## src/rtl/program_counter_pkg.sv

```systemverilog
// ---------------------------------------------------------------------------
// program_counter_pkg
// Shared processor constants for the Troy WideWord fetch stage.
//   PC_WIDTH : width of a program counter in bits
//   PC_INCR  : byte distance to the next sequential instruction word
//   PC_RESET : program counter value after reset
//   pc_t     : program counter type, bit 0 is the MSB
// ---------------------------------------------------------------------------
package program_counter_pkg;

   localparam int unsigned PC_WIDTH = 32;
   localparam int unsigned PC_INCR  = 4;
   localparam logic [0:PC_WIDTH-1] PC_RESET = 32'h0;

   typedef logic [0:PC_WIDTH-1] pc_t;

endpackage : program_counter_pkg

```

## src/rtl/program_counter.sv

```systemverilog
// ---------------------------------------------------------------------------
// program_counter
// Next-PC register for the fetch stage. Each rising clock edge it registers
// cur_pc + INCR, or RESET_PC while rst is high. The surrounding datapath
// feeds next_pc back in as cur_pc, so the pair forms the sequential fetch
// counter; branch selection happens upstream on cur_pc.
//
// Ports:
//   clk     : system clock, all state changes on the rising edge
//   rst     : synchronous active-high reset, wins over cur_pc
//   cur_pc  : current program counter, bit 0 is the MSB
//   next_pc : registered next program counter, bit 0 is the MSB
// ---------------------------------------------------------------------------
module program_counter
   import program_counter_pkg::*;
#(
   parameter int unsigned       WIDTH    = PC_WIDTH,
   parameter int unsigned       INCR     = PC_INCR,
   parameter logic [0:WIDTH-1]  RESET_PC = WIDTH'(PC_RESET)
) (
   input  logic               clk,
   input  logic               rst,
   input  logic [0:WIDTH-1]   cur_pc,
   output logic [0:WIDTH-1]   next_pc
);

   // Increment sized to the PC so the sum stays WIDTH bits wide and the
   // carry-out is simply dropped (modulo 2^WIDTH wrap).
   localparam logic [0:WIDTH-1] INCR_W = WIDTH'(INCR);

   // The only state in the block: next_pc is driven straight from this
   // register, so cur_pc never reaches the output combinationally and the
   // output holds between edges no matter how cur_pc moves.
   always_ff @(posedge clk) begin
      if (rst) begin
         next_pc <= RESET_PC;
      end else begin
         next_pc <= cur_pc + INCR_W;
      end
   end

endmodule : program_counter

```

## config.mk

```make
export PLATFORM = sky130hd
export DESIGN_NAME = program_counter
export DESIGN_NICKNAME = d
export VERILOG_FILES = /design/src/rtl/program_counter_pkg.sv /design/src/rtl/program_counter.sv
export SDC_FILE = /design/constraint.sdc
export NUM_CORES = 1
export LEC_CHECK = 0
export ABC_AREA = 0
export CELL_PAD_IN_SITES_DETAIL_PLACEMENT = 1
export CELL_PAD_IN_SITES_GLOBAL_PLACEMENT = 2
export CORE_MARGIN = 2
export CORE_UTILIZATION = 22
export CTS_CLUSTER_DIAMETER = 40
export DETAILED_ROUTE_END_ITERATION = 10
export PLACE_DENSITY = 0.84
export REMOVE_ABC_BUFFERS = 1
export SYNTH_ARGS = -nofsm -noshare
export SYNTH_HDL_FRONTEND = slang
export SYNTH_SLANG_ARGS = --single-unit
```

## constraint.sdc

```tcl
create_clock -name clk -period 2.35 [get_ports clk]
set_input_delay 0.3525 -clock clk [delete_from_list [all_inputs] [get_ports clk]]
set_output_delay 0.3525 -clock clk [all_outputs]
set_load 0.1 [all_outputs]
```

==> results.cfg, run 1 <==
[status]
run_status = complete, no violations

[job]
max-cap-violations = 0

[grt]
grt_use_total_pct = 12.2
grt_max_degree = 23
overflow = 0
grt_pass1_vias = 1565
grt_first_pass_wirelength_um = 7080
antenna_found_initial = 0

[floorplanning]
die_area_um2 = 7220
fp.dieH_um = 85.0
start_util_pct = 22.7
rows = 29
core_area_um2 = 6350
num_io_pins = 66
die_w_um = 85.0

[synth]
yosys_most_used_dff = dfxtp_1
synth_seq_area_share_pct = 44.4
netlist_area_um2 = 1440
synth_common_cells = 32 x dfxtp_1, 17 x a21oi_1, 15 x o31ai_1, 15 x or4_1, 13 x nor2_1
synthTopCellsByArea = dfxtp_1 44%, o31ai_1 7.8%, or4_1 7.8%, a21oi_1 5.9%, xnor2_1 3.6%
synth.most_common_cell = dfxtp_1
ys_ff_latch = 32
synth_edf_count = 0
ys.warnings.count = 0
yosys.area.top_type_share_pct = 44.4
async_flop_share_pct = 0
synth_cell_type_count = 25
syn_area_per_cell_um2 = 8.85
yosysTopAreaCell = dfxtp_1
synth_cells = 163

[drt]
first_iter_violations = 26
drc_errors = 0
wl_per_cell_um = 13.5
wl_um = 4450
vias_per_cell = 4.70
vias = 1551
drt-pass1-iter-count = 4
ant_nets = 0

[worst_setup_path]
cp.required_ns = 2.57
crit_buf_inv = 1
crit_chain = clkdlybuf4s50_1 > nand3_1 > or4_4 > or4_1 > a21oi_1
cpPeakStageDelay_ns = 0.69
critPathTopFamily = simple AND/OR/NAND/NOR gates
crit_arrival_ns = 2.39
crit_path_end_kind = register
path_max_fanout = 22
slowest_stage = or4_4
crit_type = input port to register
start_kind = input port

[layout]
max_flop_register = next_pc
final_layout_size_suffix_gt1_share_pct = 26.5
antenna_cells = 0
layout.nets = 287
num-fill-cells = 736
largest_reg_flops = 32
syn2layout_area_growth_pct = 63.8
reg.largest.list = next_pc: 32 flops

[clock_tree]
clockRootBuffer = clkbuf_8
ctsResizeCount = 0
clk_pin_slew_ns = 0.07
holdBufCountCts = 0
h-tree-depth = 2
cts_tree = yes
cts.sinks = 32
ctsLongestPathBuffers = 2
cts-buffers-inserted = 5
post_cts_buffers = 0

[power]
p_per_area_nw_per_um2 = 657
irDropWorstVdd_mv = 0.252
p_leak_uw = 0.000923

[sta]
fin_crit_sh_pct = 92.7
hold_viol = 0
report.final.setup_viol = 0
worst_slew_pin_slew_ns = 0.345
rsz0062_at_grt = no
slew_headroom_pct = 76.8
setup_tns_ns = 0
drv_slew = 0
hold_ws_ns = 0.631
clock.fmax_mhz = 459
fin_crit_ns = 2.18

[place]
dpl.hpwl_um = 3520
portBuffers = 65
gp_congestion = 0.807

[worst_hold_path]
hold_class = input port to register
## path summary, 6_finish.rpt
check  startpoint                      to  slack [ns]  cells after the start
max    cur_pc[20]   next_pc[9]$_SDFF_PP0_        0.17                      5
min    cur_pc[31]  next_pc[31]$_SDFF_PP0_        0.63                      2
## power by group
| group | switching (µW) | internal, µW | total [µW] |
|---|---|---|---|
| sequential | 8.93 | 573 | 582 |
| combinational | 313 | 135 | 449 |
| clock | 208 | 315 | 522 |
| total | 530 | 1020 | 1550 |
## kinds of logic after synthesis
family,count (synthesis),share of synthesized area (%)
AO/OA/AOI/OAI,34,14.4
XOR/XNOR,10,6.07
buffers and inverters,12,3.64
multiplexers,1,0.781
flip-flops,32,44.4
adder cells (fa/ha/maj),1,0.867
AND/OR/NAND/NOR,73,29.8
## placed cells by master (no fill, tap or decap)
cell / n
a21oi_1: 17
and2_1: 2
and3_1: 1
and4_1: 2
buf_4: 56
bufinv_16: 1
clkbuf_1: 1
clkbuf_8: 5
clkdlybuf4s50_1: 33
clkinv_2: 1
dfxtp_1: 32
ha_1: 1
inv_1: 5
mux2_2: 1
nand2_1: 12
nand3_1: 6
nand4_1: 6
nand4_4: 1
nor2_1: 13
nor2b_1: 4
nor4_1: 4
o21ai_0: 2
o31ai_1: 15
or2_2: 1
or3_1: 5
or4_1: 15
or4_4: 1
xnor2_1: 6
xor2_1: 4
## area by class of cell
| class | count | area (µm²) | share of cell area [%] |
|---|---|---|---|
| Sequential cell | 32 | 641 | 27.1 |
| Clock buffer | 6 | 72.6 | 3.07 |
| Clock inverter | 2 | 35.0 | 1.48 |
| Inverter | 5 | 18.8 | 0.794 |
| Multi-Input combinational cell | 119 | 749 | 31.7 |
| Timing Repair Buffer | 89 | 751 | 31.8 |
| Tap cell | 77 | 96.3 | 4.08 |
## through the flow
stage               power, µW  std cells  setup slack [ns]  cell area, µm²  util, %
floorplan                 871        156             0.542            1410        -
global placement         1040        322           -0.0582            2260     35.5
detailed placement       1050        322            -0.132            2260     35.5
CTS                      1580        330             0.167            2360     37.2
global route             1620        330            0.0540            2360     37.2
finish                   1550        330             0.172            2360     37.2
## layer usage
| layer | up-vias | share of wire [%] | global-route usage, % |
|---|---|---|---|
| met5 | - | 0 | 0 |
| li1 | 780 | - | - |
| met2 | 40 | 48 | 20.6 |
| met4 | 0 | 1.1 | 4.04 |
| met1 | 725 | 45 | 14.8 |
| met3 | 6 | 5.3 | 3.50 |
Note: power is estimated with default switching activity, not from simulation.
==> run 2: changes to the inputs <==
SETUP_SLACK_MARGIN = 0.02   (was not set)
==> results of run 2 <==
Final layout, timing and power as in run 1 (identical DEF).
